`config.mk`:
```
export PLATFORM = sky130hd
export DESIGN_NAME = xdma_c2h_stream_arbiter
export DESIGN_NICKNAME = d
export VERILOG_FILES = /design/src/rtl/xdma_c2h_stream_arbiter_pkg.sv /design/src/rtl/xdma_c2h_stream_arbiter_axis_out_reg.sv /design/src/rtl/xdma_c2h_stream_arbiter.sv
export SDC_FILE = /design/constraint.sdc
export NUM_CORES = 2
export LEC_CHECK = 0
export BUFFER_PORTS_ARGS = -buffer_cell sky130_fd_sc_hd__buf_4
export CORE_AREA = 2 2 714 716
export DETAILED_ROUTE_END_ITERATION = 8
export DIE_AREA = 0 0 716 718
export GPL_TIMING_DRIVEN = 0
export PLACE_DENSITY = 0.3
export SYNTH_ARGS = -nofsm -noshare
export SYNTH_HDL_FRONTEND = slang
export SYNTH_SLANG_ARGS = --single-unit
```
`constraint.sdc`:
```
create_clock -name xdma_clk -period 1.9 [get_ports xdma_clk]
set_clock_uncertainty 0.05 [all_clocks]
set_input_delay 0.38 -clock xdma_clk [delete_from_list [all_inputs] [get_ports xdma_clk]]
set_output_delay 0.38 -clock xdma_clk [all_outputs]
set_load 0.1 [all_outputs]
```
`src/rtl/xdma_c2h_stream_arbiter_pkg.sv`:
```
// Shared types and constants for the XDMA C2H two-port stream arbiter.
//   arb_state_e : arbiter owner state (IDLE / BUSY0 / BUSY1)
//   arb_pick    : round-robin arbitration function on the two tvalids
//   grant_of    : one-hot grant vector for a state
package xdma_c2h_arb_pkg;

    localparam int unsigned C2H_DATA_WIDTH = 512;
    localparam int unsigned C2H_KEEP_WIDTH = 64;
    localparam int unsigned C2H_USER_WIDTH = 1;
    localparam int unsigned PKT_CNT_WIDTH  = 32;

    localparam int unsigned PORT_UDP  = 0;
    localparam int unsigned PORT_PERF = 1;

    typedef enum logic [1:0] {
        IDLE  = 2'd0,
        BUSY0 = 2'd1,
        BUSY1 = 2'd2
    } arb_state_e;

    // Single valid wins; on contention the port not granted last time wins.
    function automatic arb_state_e arb_pick(input logic v0, input logic v1, input logic rr_last);
        arb_state_e pick;
        pick = IDLE;
        if (v0 && v1) begin
            pick = rr_last ? BUSY0 : BUSY1;
        end else if (v0) begin
            pick = BUSY0;
        end else if (v1) begin
            pick = BUSY1;
        end
        return pick;
    endfunction

    function automatic logic [1:0] grant_of(input arb_state_e s);
        logic [1:0] g;
        g = '0;
        if (s == BUSY0) g[PORT_UDP]  = 1'b1;
        if (s == BUSY1) g[PORT_PERF] = 1'b1;
        return g;
    endfunction

endpackage

```
`src/rtl/xdma_c2h_stream_arbiter_axis_out_reg.sv`:
```
// Single-stage valid/ready output register (full throughput, no skid).
//   clk, rst              : clock, synchronous active-high reset
//   in_valid/in_payload   : beat offered by the arbiter
//   in_ready              : register can take a beat this cycle
//   out_valid/out_payload : registered beat towards the sink
//   out_ready             : sink ready
module axis_out_reg #(
    parameter int unsigned WIDTH = 578
) (
    input  logic             clk,
    input  logic             rst,
    input  logic             in_valid,
    input  logic [WIDTH-1:0] in_payload,
    output logic             in_ready,
    output logic             out_valid,
    output logic [WIDTH-1:0] out_payload,
    input  logic             out_ready
);

    // Load whenever the held beat is empty or being consumed.
    assign in_ready = !out_valid || out_ready;

    // Payload only changes when a real beat is loaded.
    always_ff @(posedge clk) begin
        if (rst) begin
            out_valid   <= 1'b0;
            out_payload <= '0;
        end else if (in_ready) begin
            out_valid <= in_valid;
            if (in_valid) begin
                out_payload <= in_payload;
            end
        end
    end

endmodule

```
`src/rtl/xdma_c2h_stream_arbiter.sv`:
```
// Packet-granular round-robin arbiter sharing the XDMA C2H AXI-Stream input
// between UDP RX (port 0) and perf reports (port 1).
//   xdma_clk, xdma_reset : clock, synchronous active-high reset
//   s0_axis_*            : port 0 (UDP RX) slave stream
//   s1_axis_*            : port 1 (perf report) slave stream
//   m_axis_*             : registered master stream to XDMA s_axis_c2h
//   grant_out            : one-hot current owner, 0 when idle
//   pkt_cnt0/1           : packets forwarded per port (wrapping)
module xdma_c2h_stream_arbiter
    import xdma_c2h_arb_pkg::*;
#(
    parameter int unsigned DATA_WIDTH = C2H_DATA_WIDTH,
    parameter int unsigned KEEP_WIDTH = C2H_KEEP_WIDTH,
    parameter int unsigned USER_WIDTH = C2H_USER_WIDTH
) (
    input  logic                     xdma_clk,
    input  logic                     xdma_reset,
    input  logic                     s0_axis_tvalid,
    output logic                     s0_axis_tready,
    input  logic                     s0_axis_tlast,
    input  logic [DATA_WIDTH-1:0]    s0_axis_tdata,
    input  logic [KEEP_WIDTH-1:0]    s0_axis_tkeep,
    input  logic [USER_WIDTH-1:0]    s0_axis_tuser,
    input  logic                     s1_axis_tvalid,
    output logic                     s1_axis_tready,
    input  logic                     s1_axis_tlast,
    input  logic [DATA_WIDTH-1:0]    s1_axis_tdata,
    input  logic [KEEP_WIDTH-1:0]    s1_axis_tkeep,
    input  logic [USER_WIDTH-1:0]    s1_axis_tuser,
    output logic                     m_axis_tvalid,
    output logic                     m_axis_tlast,
    input  logic                     m_axis_tready,
    output logic [DATA_WIDTH-1:0]    m_axis_tdata,
    output logic [KEEP_WIDTH-1:0]    m_axis_tkeep,
    output logic [USER_WIDTH-1:0]    m_axis_tuser,
    output logic [1:0]               grant_out,
    output logic [PKT_CNT_WIDTH-1:0] pkt_cnt0,
    output logic [PKT_CNT_WIDTH-1:0] pkt_cnt1
);

    localparam int unsigned PAY_W = DATA_WIDTH + KEEP_WIDTH + USER_WIDTH + 1;

    arb_state_e       state;
    arb_state_e       arb_next;
    logic             rr_last;
    logic             out_rdy;
    logic             acc0;
    logic             acc1;
    logic             last_acc;
    logic             beat_valid;
    logic [PAY_W-1:0] beat_payload;
    logic [PAY_W-1:0] out_payload;

    // Only the owner sees ready; depends on registered state and m_axis_tready only.
    assign s0_axis_tready = (state == BUSY0) && out_rdy;
    assign s1_axis_tready = (state == BUSY1) && out_rdy;

    assign acc0       = s0_axis_tvalid && s0_axis_tready;
    assign acc1       = s1_axis_tvalid && s1_axis_tready;
    assign last_acc   = (acc0 && s0_axis_tlast) || (acc1 && s1_axis_tlast);
    assign beat_valid = acc0 || acc1;
    assign arb_next   = arb_pick(s0_axis_tvalid, s1_axis_tvalid, rr_last);

    // Grant is exclusive, so the owner's beat is the only candidate.
    assign beat_payload = acc1
        ? {s1_axis_tdata, s1_axis_tkeep, s1_axis_tuser, s1_axis_tlast}
        : {s0_axis_tdata, s0_axis_tkeep, s0_axis_tuser, s0_axis_tlast};

    // Owner FSM, round-robin pointer and packet counters.
    always_ff @(posedge xdma_clk) begin
        if (xdma_reset) begin
            state     <= IDLE;
            rr_last   <= 1'b1;
            grant_out <= '0;
            pkt_cnt0  <= '0;
            pkt_cnt1  <= '0;
        end else begin
            // Re-arbitrate from idle or on the tlast beat, so packets go back-to-back.
            if ((state == IDLE) || last_acc) begin
                state     <= arb_next;
                grant_out <= grant_of(arb_next);
                if (arb_next == BUSY0) begin
                    rr_last <= 1'(PORT_UDP);
                end else if (arb_next == BUSY1) begin
                    rr_last <= 1'(PORT_PERF);
                end
            end
            if (acc0 && s0_axis_tlast) pkt_cnt0 <= pkt_cnt0 + PKT_CNT_WIDTH'(1);
            if (acc1 && s1_axis_tlast) pkt_cnt1 <= pkt_cnt1 + PKT_CNT_WIDTH'(1);
        end
    end

    axis_out_reg #(
        .WIDTH(PAY_W)
    ) u_out_reg (
        .clk        (xdma_clk),
        .rst        (xdma_reset),
        .in_valid   (beat_valid),
        .in_payload (beat_payload),
        .in_ready   (out_rdy),
        .out_valid  (m_axis_tvalid),
        .out_payload(out_payload),
        .out_ready  (m_axis_tready)
    );

    assign {m_axis_tdata, m_axis_tkeep, m_axis_tuser, m_axis_tlast} = out_payload;

endmodule

```
==> impl_metrics.py <==
metrics = {
    "outcome": {
        "outcome": "finished, violations left",
        "failed_checks": "setup timing",
    },
    "floorplanning": {
        "floorplan.initialDensity_pct": 5.53,
        "floorplan.rows": 262,
        "full_die_area_um2": 514000,
        "fp.dieH_um": 718,
        "fp.coreArea_um2": 507000,
        "ios": 1808,
        "dieWidth_um": 716,
    },
    "setup_path": {
        "criticalPathCategory": "reg2reg",
        "cp_arrival_ns": 2.99,
        "crit-reg2reg-capture": "u_out_reg.out_payload[289]",
        "crit_chain": "buf_6, nand3b_1, a21oi_4, buf_6, buf_16, buf_12, clkbuf_16, clkbuf_16, nor2_1, a311oi_1",
        "timing.critical_path.slowest_cell_delay_ns": 0.31,
        "crit_required_ns": 2.57,
        "worst_r2r_startpoint": "state[0]",
        "worst_setup_path_start_kind": "flip-flop",
        "reg2regPathDepth": 10,
        "cpMaxStageDelayCell": "sky130_fd_sc_hd__dfxtp_2",
        "r2r_slack_ns": -0.42,
        "timing.critical_path.to_type": "flip-flop",
        "critPathMaxFanout": 8,
    },
    "synthesis": {
        "synth_compound_gate_area_share_pct": 18.7,
        "yosysWarningCount": 0,
        "yosysUniqueCellTypes": 50,
        "synthSimpleGateAreaFrac_pct": 27.7,
        "synth_top_family_by_area": "simple AND/OR/NAND/NOR gates",
        "number_of_synthesized_flops_with_an_enable_pin": 0,
        "syn-instance-count": 3607,
        "synth_seq_cells": 648,
        "synth_xor_area_share_pct": 1.47,
        "post_synth.cell_area_avg_um2": 7.77,
        "postSynth.asyncResetShare_pct": 0,
        "synth_nets": 4772,
        "synth_area_um2": 28000,
        "dominantRegCellSynth": "sky130_fd_sc_hd__dfxtp_1",
        "post_synth_fa_ha_maj_area_fraction_pct": 0.179,
        "muxShareOfSynthArea_pct": 0.263,
        "synth.yosys.seq_area_share_pct": 46.3,
    },
    "power": {
        "pwr_density_cell_nw_per_um2": 858,
        "p_leak_nw": 28.7,
        "p_sw_share_pct": 44.6,
        "share_clk_of_total_power_pct": 32.0,
        "total_power_w": 0.0619,
        "power_report.internal_total_w": 0.0343,
        "power_frac_comb_pct": 42.0,
        "worst_ir_drop_vdd_mv": 0.724,
        "power.net_switching_w": 0.0276,
        "power.share.sequential_pct": 26.0,
    },
    "grt": {
        "grt_util_met2_pct": 27.4,
        "use_met3_pct": 4.75,
        "grt_pass1_vias": 43100,
        "grt_start_max_net_pins": 14,
        "globalRouteTotalUtil_pct": 16.3,
        "gr-total-overflow": 0,
        "met1_usage_pct": 19.8,
        "global_route_wire_length_before_repair_um": 532000,
        "initial_antenna_violation_count": 382,
        "globalRoute.busiestLayer": "met2",
    },
    "clock_network": {
        "numCtsBuffers": 102,
        "insertion_delay_ns": 0.81,
        "clk_path_buf_depth": 4,
        "tritoncts_num_sinks": 648,
        "htreeDepth": 3,
        "ctsRootBufferMaster": "sky130_fd_sc_hd__clkbuf_16",
        "cts.clk_slew.worst_paths_ns": 0.06,
        "cts_tree": "yes",
    },
    "place": {
        "routabilityCongestion": 0.966,
        "detailed_place_hpwl_um": 381000,
        "place.detailed.instances": 12100,
        "numPortBuffers": 1806,
    },
    "detailed_routing": {
        "drt_pass1_iterations": 6,
        "detail-route-antenna-nets": 0,
        "total_length_of_routed_wires_um": 446000,
        "routedWlPerCell_um": 32.4,
        "drt_drc_violations_left": 0,
        "via_per_inst": 3.20,
        "dr_total_vias": 44100,
        "dr.first_iter.drc_count": 3216,
    },
    "min_path": {
        "min-delay-start": "s1_axis_tvalid",
        "worst_hold_path.num_cells": 5,
        "hold_end": "state[1]",
        "timing.hold.worst.class": "in2reg",
    },
    "timing": {
        "grt_setup_unrepaired": "true",
        "worst_pin_slew_ns": 1.17,
        "period_needed_ns": 2.32,
        "max_slew_margin_vs_limit_pct": 21.7,
        "achievable-frequency_mhz": 432,
        "finalWorstSetupSlack_ns": -0.416,
        "final_setup_violation_count": 1104,
        "final_min_period_over_clock_period_pct": 122,
        "timing.final.hold_violations": 0,
        "drv_slew": 0,
    },
    "job": {
        "maxCapViolations": 0,
    },
    "final_layout": {
        "instances_no_fill": 13800,
        "layout.cells.most_common_list": "1821 x sky130_fd_sc_hd__buf_4, 1162 x sky130_fd_sc_hd__dlygate4sd3_1, 1069 x sky130_fd_sc_hd__nand2_1",
        "n_fill_cell": 58200,
        "post_route_cells_drive_above_1_share_pct": 40.4,
        "design.final.nets": 7967,
        "area_growth_synth_to_finish_pct": 158,
        "final_common_cell": "sky130_fd_sc_hd__buf_4",
    },
}
[repair_timing]
item,in CTS,in global routing
hold buffers,1162,0
endpoints found under the hold margin,589,0
setup buffers,31,40
endpoints found under the setup margin,1295,1285
pin swaps,5,151
gates resized for setup,670,615
gates cloned,11,43
[layer usage]
metal  part of all wire (%)  routed length [um]
met1                     41              184000
met2                     47              208000
met3                    7.9               35200
met4                    4.1               18200
met5                   0.18                 812
[flip-flops by register name, summed over array words and instances, names as in the netlist]
register	cells
state	2
u_out_reg.out_valid	1
rr_last	1
pkt_cnt1	32
u_out_reg.out_payload	578
grant_out	2
pkt_cnt0	32
[logic make-up after synthesis]
| kind of cell | count (synthesis) |
|---|---|
| xor gates and xnor gates | 47 |
| DFF | 648 |
| adders and majority gates | 4 |
| muxes | 7 |
| and+or+nand+nor | 1947 |
| AOI/OAI and AO/OA | 608 |
| buffers and inverters | 346 |
[cell usage after synthesis, types with 12 or more instances]
library cell / instances / area (um2)
sky130_fd_sc_hd__a21oi_1: 13 / 65.1
sky130_fd_sc_hd__a311oi_1: 577 / 5050
sky130_fd_sc_hd__and3_1: 12 / 75.1
sky130_fd_sc_hd__buf_1: 18 / 67.6
sky130_fd_sc_hd__buf_2: 146 / 731
sky130_fd_sc_hd__clkbuf_1: 170 / 638
sky130_fd_sc_hd__dfxtp_1: 648 / 13000
sky130_fd_sc_hd__nand2_1: 1182 / 4440
sky130_fd_sc_hd__nand3_1: 23 / 115
sky130_fd_sc_hd__nand4_1: 26 / 163
sky130_fd_sc_hd__nor2_1: 636 / 2390
sky130_fd_sc_hd__xnor2_1: 14 / 123
sky130_fd_sc_hd__xor2_1: 33 / 289
[final cells by class]
type	count	area (um2)	share of cell area, %
inverters	8	30.0	0.0416
diodes	162	405	0.561
clock inverters	34	327	0.452
plain buffers	334	3740	5.17
multi-input cells	2614	15000	20.8
clock buffers	151	3000	4.15
flip-flops and latches	648	13300	18.4
repair buffers	3094	28000	38.8
well taps	6732	8420	11.7
[worst max-delay path by stage]
stage / start / to / slack, ns / depth (start not counted)
global placement: xdma_reset / u_out_reg.out_payload[381] / -4.15 / 5
detailed placement: m_axis_tready / u_out_reg.out_payload[384] / -2.31 / 8
floorplan: u_out_reg.out_valid / pkt_cnt1[29] / -0.24 / 6
global route: state[0] / u_out_reg.out_payload[281] / -0.50 / 10
CTS: state[0] / u_out_reg.out_payload[563] / -0.40 / 9
finish: state[0] / u_out_reg.out_payload[289] / -0.42 / 10
[power groups by stage]
stage               clock network, W  logic, W  registers, W
floorplan                          0   0.00334        0.0249
global placement                   0    0.0208        0.0163
detailed placement                 0    0.0208        0.0164
CTS                           0.0206    0.0248        0.0162
global route                  0.0209    0.0269        0.0163
finish                        0.0198    0.0260        0.0161
[per-stage QoR]
step	utilization (%)	hold WS [ns]	TNS [ns]	setup slack [ns]	instance area [um2]
after global routing	14.2	0.120	-319.33	-0.495	72000
after floorplan	-	0.489	-2.57	-0.238	28300
final	14.2	0.145	-203.38	-0.416	72200
after CTS	13.4	0.0129	-301.76	-0.395	68200
after global placement	9.92	0.401	-1862.64	-4.15	50300
after detailed placement	9.94	0.401	-1125.43	-2.31	50400
[worst max-delay path: cells and delay by family (launching register included)]
family	cells	cell delay, ns
flops	1	0.31
compound gates	2	0.47
buf+inv	6	1.01
simple gates	2	0.27
Note: power is estimated with default switching activity, not from simulation.
